[src/rtl/mem_access_unit.sv]
// mem_access_unit: MEM-stage data-memory sequencer; stalls the pipeline while a load/store is
// outstanding and returns extracted load data. Define MEM_MISALIGN_TRAP_EN to trap misaligned accesses.
module mem_access_unit (
    input  logic        clk,
    input  logic        nrst,
    input  logic        mem_valid,
    input  logic [31:0] mem_addr,
    input  logic [31:0] mem_storedata,
    input  logic [3:0]  mem_dm_write,
    input  logic        mem_load,
    input  logic [2:0]  mem_dm_select,
    input  logic [4:0]  mem_rd,
    output logic        stall,
    output logic        dmem_req,
    output logic [31:0] dmem_addr,
    output logic [3:0]  dmem_we,
    output logic [31:0] dmem_wdata,
    input  logic        dmem_ack,
    input  logic [31:0] dmem_rdata,
    output logic [31:0] wb_loaddata,
    output logic [4:0]  wb_rd,
    output logic        wb_valid,
    output logic        misalign
);

    // state | meaning
    // IDLE  | nothing outstanding; a MEM-stage load/store is accepted here
    // BUSY  | request held on dmem_*, waiting for dmem_ack
    typedef enum logic {
        IDLE = 1'b0,
        BUSY = 1'b1
    } state_t;

    localparam logic [2:0] SEL_B  = 3'd0;
    localparam logic [2:0] SEL_H  = 3'd1;
    localparam logic [2:0] SEL_W  = 3'd2;
    localparam logic [2:0] SEL_BU = 3'd4;
    localparam logic [2:0] SEL_HU = 3'd5;

    state_t      state_q, state_d;
    logic [31:0] addr_q, addr_d;
    logic [31:0] wdata_q, wdata_d;
    logic [3:0]  we_q, we_d;
    logic [2:0]  sel_q, sel_d;
    logic [4:0]  rd_q, rd_d;
    logic        load_q, load_d;
    logic [31:0] wb_loaddata_q, wb_loaddata_d;
    logic [4:0]  wb_rd_q, wb_rd_d;
    logic        wb_valid_q, wb_valid_d;
    logic        misalign_q, misalign_d;

    logic        access_req;
    logic        misaligned;
    logic        stall_raw;

    function automatic logic [31:0] extract_load(input logic [31:0] word,
                                                 input logic [1:0]  lane,
                                                 input logic [2:0]  sel);
        logic [7:0]  b;
        logic [15:0] h;
        logic [31:0] r;
        case (lane)
            2'd0:    b = word[7:0];
            2'd1:    b = word[15:8];
            2'd2:    b = word[23:16];
            default: b = word[31:24];
        endcase
        h = lane[1] ? word[31:16] : word[15:0];
        case (sel)
            SEL_B:   r = {{24{b[7]}}, b};
            SEL_H:   r = {{16{h[15]}}, h};
            SEL_BU:  r = {24'h000000, b};
            SEL_HU:  r = {16'h0000, h};
            default: r = word;
        endcase
        return r;
    endfunction

    assign access_req = mem_valid & (mem_load | (|mem_dm_write));

`ifdef MEM_MISALIGN_TRAP_EN
    always_comb begin
        misaligned = 1'b0;
        case (mem_dm_select)
            SEL_H, SEL_HU: misaligned = mem_addr[0];
            SEL_W:         misaligned = |mem_addr[1:0];
            default:       misaligned = 1'b0;
        endcase
    end
`else
    // Misaligned accesses go out on the truncated word address; lane extraction handles the rest.
    assign misaligned = 1'b0;
`endif

    always_comb begin
        state_d       = state_q;
        addr_d        = addr_q;
        wdata_d       = wdata_q;
        we_d          = we_q;
        sel_d         = sel_q;
        rd_d          = rd_q;
        load_d        = load_q;
        wb_loaddata_d = wb_loaddata_q;
        wb_rd_d       = wb_rd_q;
        wb_valid_d    = 1'b0;
        misalign_d    = 1'b0;
        stall_raw     = 1'b0;

        case (state_q)
            IDLE: begin
                if (access_req) begin
                    if (misaligned) begin
                        misalign_d = 1'b1;
                    end else begin
                        addr_d    = mem_addr;
                        wdata_d   = mem_storedata;
                        we_d      = mem_dm_write;
                        sel_d     = mem_dm_select;
                        rd_d      = mem_rd;
                        load_d    = mem_load;
                        stall_raw = 1'b1;
                        state_d   = BUSY;
                    end
                end
            end
            BUSY: begin
                // Release the pipeline in the ack cycle so the next access can be accepted right after.
                stall_raw = ~dmem_ack;
                if (dmem_ack) begin
                    state_d = IDLE;
                    if (load_q) begin
                        wb_valid_d    = 1'b1;
                        wb_rd_d       = rd_q;
                        wb_loaddata_d = extract_load(dmem_rdata, addr_q[1:0], sel_q);
                    end
                end
            end
            default: state_d = IDLE;
        endcase
    end

    always_ff @(posedge clk) begin
        if (!nrst) begin
            state_q       <= IDLE;
            addr_q        <= 32'h0;
            wdata_q       <= 32'h0;
            we_q          <= 4'h0;
            sel_q         <= 3'h0;
            rd_q          <= 5'h0;
            load_q        <= 1'b0;
            wb_loaddata_q <= 32'h0;
            wb_rd_q       <= 5'h0;
            wb_valid_q    <= 1'b0;
            misalign_q    <= 1'b0;
        end else begin
            state_q       <= state_d;
            addr_q        <= addr_d;
            wdata_q       <= wdata_d;
            we_q          <= we_d;
            sel_q         <= sel_d;
            rd_q          <= rd_d;
            load_q        <= load_d;
            wb_loaddata_q <= wb_loaddata_d;
            wb_rd_q       <= wb_rd_d;
            wb_valid_q    <= wb_valid_d;
            misalign_q    <= misalign_d;
        end
    end

    assign stall       = stall_raw & nrst;
    assign dmem_req    = (state_q == BUSY);
    assign dmem_addr   = {addr_q[31:2], 2'b00};
    assign dmem_we     = (state_q == BUSY) ? we_q : 4'h0;
    assign dmem_wdata  = wdata_q;
    assign wb_loaddata = wb_loaddata_q;
    assign wb_rd       = wb_rd_q;
    assign wb_valid    = wb_valid_q;

`ifdef MEM_MISALIGN_TRAP_EN
    assign misalign = misalign_q;
`else
    assign misalign = 1'b0;
`endif

endmodule

[config.mk]
export PLATFORM = sky130hd
export DESIGN_NAME = mem_access_unit
export DESIGN_NICKNAME = d
export VERILOG_FILES = /design/src/rtl/mem_access_unit.sv
export SDC_FILE = /design/constraint.sdc
export NUM_CORES = 1
export LEC_CHECK = 0
export ABC_AREA = 1
export BUFFER_PORTS_ARGS = -buffer_cell sky130_fd_sc_hd__buf_2
export CORE_MARGIN = 2
export CORE_UTILIZATION = 43
export CTS_CLUSTER_SIZE = 40
export DETAILED_ROUTE_END_ITERATION = 8
export PLACE_DENSITY = 0.86
export SLEW_MARGIN = 0
export SYNTH_ARGS = -nofsm -noshare
export SYNTH_HDL_FRONTEND = slang
export SYNTH_SLANG_ARGS = --single-unit
[constraint.sdc]
create_clock -name clk -period 1.5 [get_ports clk]
set_clock_uncertainty 0.15 [all_clocks]
set_input_delay 0.15 -clock clk [delete_from_list [all_inputs] [get_ports clk]]
set_output_delay 0.15 -clock clk [all_outputs]
set_load 0.005 [all_outputs]
==> flow_metrics.env, run 1 <==
export IMPL_outcome="complete, but fails checks"
export IMPL_violations="negative setup slack"
export IMPL_synthCells=676
export IMPL_grt_pass1_wl_um=28400
export IMPL_cts_htree_levels=4
export IMPL_final_nets=1093
export IMPL_peakVddDrop_v=0.000770
export IMPL_die_x_um=112
export IMPL_cts_tree="done"
export IMPL_final_hold_viol_count=0
export IMPL_dr_pass1_iters=8
export IMPL_clk_latency_ns=0.41
export IMPL_setup_violations=5
export IMPL_grt_pass1_vias=5797
export IMPL_post_route_cell_area_um2=7940
export IMPL_rsz0062_at_grt="true"
export IMPL_total_power_mw=8.65
export IMPL_r2r_start="sel_q[0]"
export IMPL_synth_avg_cell_area_um2=7.40
export IMPL_syn_area_um2=5000
export IMPL_p_leak_nw=3.91
export IMPL_drtIter0Drc=622
export IMPL_maxCapViolations=0
export IMPL_postPlaceCellArea_um2=5980
export IMPL_rows=39
export IMPL_yosys_top_cells_area="dfxtp_1 (46%), o21ai_0 (12%), nor2_1 (11%), nand2_1 (7.9%), buf_4 (6.5%)"
export IMPL_cts_root_buf="clkbuf_16"
export IMPL_seq_area_frac_synth_pct=46.4
export IMPL_synth_warnings=0
export IMPL_io_buffers=218
export IMPL_hold_start="nrst"
export IMPL_synthArstFlopShare_pct=0
export IMPL_synth_top_area_cell="dfxtp_1"
export IMPL_antenna_left=0
export IMPL_clkTransAtPathRegs_ns=0.06
export IMPL_cts_sinks=116
export IMPL_drive_above_1_share_pct=31.5
export IMPL_start_util_pct=44.0
export IMPL_rr_worst_depth=7
export IMPL_route_detailed_wl_per_inst_um=17.0
export IMPL_vias=6024
export IMPL_min_path_type="primary input to flip-flop"
export IMPL_track_usage_pct=28.6
export IMPL_fmax_ghz=0.634
export IMPL_via_per_inst=5.30
export IMPL_die_y_um=112
export IMPL_dp_hpwl_um=9640
export IMPL_critical_path_class="flip-flop to primary output"
export IMPL_period_needed_ns=1.58
export IMPL_wl_um=19300
export IMPL_final_period_utilization_pct=105
export IMPL_synth_main_ff_cell="dfxtp_1"
export IMPL_layout_setup_ws_ns=-0.0781
export IMPL_grt_max_degree=64
export IMPL_synth_top_area_share_pct=46.4
export IMPL_synth_most_common_cell="nor2_1"
export IMPL_die_area_um2=12500
export IMPL_place_inst=981
export IMPL_worstPathMaxFanout=2
export IMPL_stdcell_count=1136
export IMPL_drc=0
export IMPL_core_area_um2=11400
export IMPL_timing_rr_end="wb_loaddata[24]"
export IMPL_grt_overflow=0
export IMPL_setup_tns_ns=-0.175
export IMPL_final_max_slew_viol_count=0
export IMPL_crit_start="dmem_req"
export IMPL_worstPathRequired_ns=1.20
export IMPL_end_kind="primary output"
export IMPL_ios=222
export IMPL_antenna_found_initial=1
export IMPL_clock_path_buffers=2
export IMPL_synthDistinctLibCells=28
export IMPL_synth_common_cells="nor2_1 (145), o21ai_0 (119), dfxtp_1 (116)"
export IMPL_area_delta_synth_final_pct=58.7
export IMPL_power_density_nw_per_um2=1090
export IMPL_synth_seq_cells=116
export IMPL_crit_arrival_ns=1.28
export IMPL_crit_end="stall"
export IMPL_gp_congestion=0.973
export IMPL_start_kind="flip-flop"
export IMPL_rrSetupSlack_ns=0.02
export IMPL_numCtsBuffers=17
export IMPL_synth_edf_count=0
routing by layer:
| layer | GRT usage [%] | up-vias | routed length (um) |
|---|---|---|---|
| li1 | - | 2753 | - |
| met1 | 29.9 | 2694 | 6750 |
| met2 | 49.3 | 449 | 9660 |
| met3 | 7.51 | 128 | 1660 |
| met4 | 20.8 | 0 | 1240 |
| met5 | 0 | - | 0 |
repair_timing:
action / CTS / global route
gates cloned: 0 / 5
pin swaps: 6 / 3
gates resized for setup: 18 / 50
setup buffers: 7 / 0
endpoints found under the hold margin: 111 / 0
hold buffers: 112 / 0
setup endpoints to repair: 5 / 94
flip-flops by register name, indices dropped and copies added (netlist names):
register,flops
addr_q,32
dmem_req,1
dmem_wdata,32
load_q,1
rd_q,5
sel_q,3
wb_loaddata,32
wb_rd,5
wb_valid,1
we_q,4
power breakdown:
part / switching (mW) / internal [mW] / leakage, nW
clock network: 1.41 / 2.21 / 0.258
logic: 0.841 / 0.771 / 2.70
registers: 0.121 / 3.29 / 0.955
cells in the final DEF (no fill, tap or decap), types with 8 or more instances in the layout:
master and count:
buf_2 215, nand2_1 100, nor2_1 145, buf_4 12, dfxtp_1 114, o21ai_0 91
dlygate4sd3_1 112, inv_1 22, o21bai_1 15, buf_6 8, o21ai_1 28, clkbuf_16 21
or2_2 8, a21oi_1 35, nand3_1 9
final cells by class:
cell class              instances  area (um^2)
fillers                       783         3430
repair buffers                359         2630
flip-flops and latches        116         2330
multi-input cells             456         2130
clock buffers                  22          474
well taps                     143          179
inverters                      30          130
clock inverters                 9         56.3
diodes                          1         2.50
critical path: stages, from the launching register on:
cell and delay [ns]:
dfxtp_4 0.36, nor2_4 0.10, nand2_2 0.08, buf_6 0.12, a21oi_2 0.09, buf_2 0.13
logic make-up (layout without fill, tap and decap cells):
kind of cell	after synthesis	count (layout)	share of synthesized area, %
other	1	4	0.0750
AND/OR/NAND/NOR	279	279	22.9
buffers and inverters	106	420	12.2
AO/OA/AOI/OAI	174	174	18.3
flip-flops	116	116	46.4
stage by stage:
step | util [%] | worst slack, ns | hold slack, ns
after floorplan | - | 0.0981 | 0.147
after global placement | 52.6 | 0.113 | 0.247
after detailed placement | 52.6 | 0.0649 | 0.256
after CTS | 68.0 | -0.0700 | 0.0199
after global routing | 69.8 | -0.124 | 0.0520
final | 69.8 | -0.0781 | 0.0437
how the worst min path moves through the flow:
stage / endpoint / depth (start not counted)
2_1_floorplan: we_q[1] / 2
3_3_place_gp: dmem_wdata[31] / 3
3_5_place_dp: dmem_wdata[19] / 3
4_1_cts: wb_rd[2] / 4
5_1_grt: wb_rd[1] / 4
6_report: wb_rd[3] / 4
Note: power is estimated with default switching activity, not from simulation.
==> run 2, diff against run 1 <==
clock period = 1.4 ns   (was 1.5 ns; I/O delays follow)
==> run 2 against run 1 <==
Net effect:
- the flow finishes with violations (negative hold slack, negative setup slack)
- clock-buffer cell count is 2 lower
- register-to-register slack worse by 0.13 ns
- via count is 0.76% higher
- sequential share of layout area is 1.7 points lower
- setup slack worse by 0.036 ns
- sequential power is 7.3% higher
- critical path depth is 2 higher
- cell count is 1.6% higher
- worst hold slack worse by 0.11 ns
- total power is 14% higher
- critical path type is now flip-flop to flip-flop
- largest cell class unchanged
- largest power group unchanged
==> flow_metrics.env, run 2 (same netlist as run 1, synthesis figures left out) <==
export IMPL_die_y_um=112
export IMPL_die_x_um=112
export IMPL_antenna_left=0
export IMPL_rows=39
export IMPL_critical_path_class="flip-flop to flip-flop"
export IMPL_final_cell_mix="buf_2 (216), nor2_1 (144), dfxtp_1 (110)"
export IMPL_clock_path_buffers=2
export IMPL_cts_root_buf="clkbuf_16"
export IMPL_clk_latency_ns=0.41
export IMPL_end_kind="flip-flop"
export IMPL_fillers=712
export IMPL_start_kind="flip-flop"
export IMPL_peakVddDrop_v=0.000919
export IMPL_fmax_ghz=0.661
export IMPL_worst_path_buf_inv=3
export IMPL_route_detailed_wl_per_inst_um=17.3
export IMPL_stdcell_count=1154
export IMPL_numCtsBuffers=17
export IMPL_grt_pass1_wl_um=30000
export IMPL_cp_top_family="buffers and inverters"
export IMPL_dp_hpwl_um=10100
export IMPL_crit_arrival_ns=1.70
export IMPL_die_area_um2=12500
export IMPL_area_delta_synth_final_pct=69.0
export IMPL_cts_htree_levels=4
export IMPL_cts_sinks=116
export IMPL_start_util_pct=44.0
export IMPL_maxCapViolations=0
export IMPL_place_inst=992
export IMPL_drive_above_1_share_pct=39.0
export IMPL_whs_ns=-0.0705
export IMPL_layout_setup_ws_ns=-0.114
export IMPL_clkTransAtPathRegs_ns=0.06
export IMPL_drc=0
export IMPL_cp_cell_sequence="nor2_4 > nand2_4 > buf_4 > inv_8 > bufbuf_16 > nor2_1 > nor2_1"
export IMPL_total_power_mw=9.85
export IMPL_final_core_util_pct=74.3
export IMPL_worstPathMaxFanout=11
export IMPL_p_leak_nw=4.08
export IMPL_holdBufCountCts=110
export IMPL_io_buffers=218
export IMPL_antenna_found_initial=4
export IMPL_drtIter0Drc=591
export IMPL_outcome="complete, but fails checks"
export IMPL_final_common_cell="buf_2"
export IMPL_final_nets=1107
export IMPL_final_max_slew_viol_count=0
export IMPL_gp_congestion=0.906
export IMPL_max_stage_delay_ns=0.36
export IMPL_dr_pass1_iters=5
export IMPL_core_area_um2=11400
export IMPL_final_hold_viol_count=1
export IMPL_power_density_nw_per_um2=1170
export IMPL_wl_um=20000
export IMPL_track_usage_pct=30.1
export IMPL_vias=6070
export IMPL_period_needed_ns=1.51
export IMPL_critPathSlowestCell="dfxtp_4"
export IMPL_grt_max_degree=38
export IMPL_worstPathRequired_ns=1.59
export IMPL_cpMostUsedCell="nor2_1"
export IMPL_min_path_type="primary input to flip-flop"
export IMPL_grt_pass1_vias=6124
export IMPL_setup_violations=55
export IMPL_violations="negative hold slack, negative setup slack"
export IMPL_final_period_utilization_pct=108
export IMPL_ios=222
export IMPL_grt_overflow=0
export IMPL_rsz0062_at_grt="true"
export IMPL_dp_worst_setup_slack_ns=-0.0780
export IMPL_via_per_inst=5.26
export IMPL_cts_tree="done"
run 2: cell count changes in the layout (fill, tap and decap cells not counted), sizes merged, moves of 2 or more:
cell / before / now
bufinv: 0 / 2
clkinv: 8 / 6
diode: 1 / 4
clkbuf: 26 / 22
buf: 243 / 260
dlygate4sd3: 112 / 109
clkinvlp: 3 / 5
run 2: layout make-up:
type                       instances  area, um^2  share of cell area (%)
multi-input combinational        456        2390                    28.3
timing repair buffer             373        2810                    33.2
antenna                            4        10.0                   0.118
sequential                       116        2340                    27.7
clock inverter                    12         130                    1.54
tap                              143         179                    2.12
inverter                          30         140                    1.66
clock buffer                      20         457                    5.40
run 2: worst reg2reg max path, delay by kind of cell (launching register included):
kind	cells	cell delay [ns]
flops	1	0.36
buf+inv	3	0.55
simple gates	4	0.39
run 2: repair_timing:
action	CTS	global route
endpoints found under the hold margin	112	1
buffers inserted	5	5
endpoints found under the setup margin	66	100
cloned	3	3
pin swaps	6	24
resized for setup	28	164
run 2: path summary, 6_finish.rpt:
check	start	to	slack (ns)	depth (start not counted)
hold reg to reg	rd_q[3]	wb_rd[3]	0.31	2
hold / removal	dmem_ack	dmem_req	-0.07	4
setup reg to reg	dmem_req	dmem_wdata[18]	-0.11	7
setup / recovery	dmem_req	dmem_wdata[18]	-0.11	7
run 2: power breakdown:
group | switching [mW] | internal [mW] | leakage, nW
Clock | 1.56 | 2.71 | 0.274
Combinational | 0.997 | 0.922 | 2.85
Sequential | 0.140 | 3.52 | 0.957
run 2: routing by layer:
metal	vias up	track usage [%]	wire, um
li1	2794	-	-
met1	2773	31.7	7150
met5	-	0	0
met4	0	23.0	1300
met3	122	8.76	1620
met2	381	50.5	9950
run 2: per-stage QoR:
stage          area, um^2  TNS, ns
2_1_floorplan        5010        0
3_3_place_gp         6100  -0.0632
3_5_place_dp         6100   -0.630
4_1_cts              8010   -0.693
5_1_grt              8450    -6.38
6_report             8450    -2.34
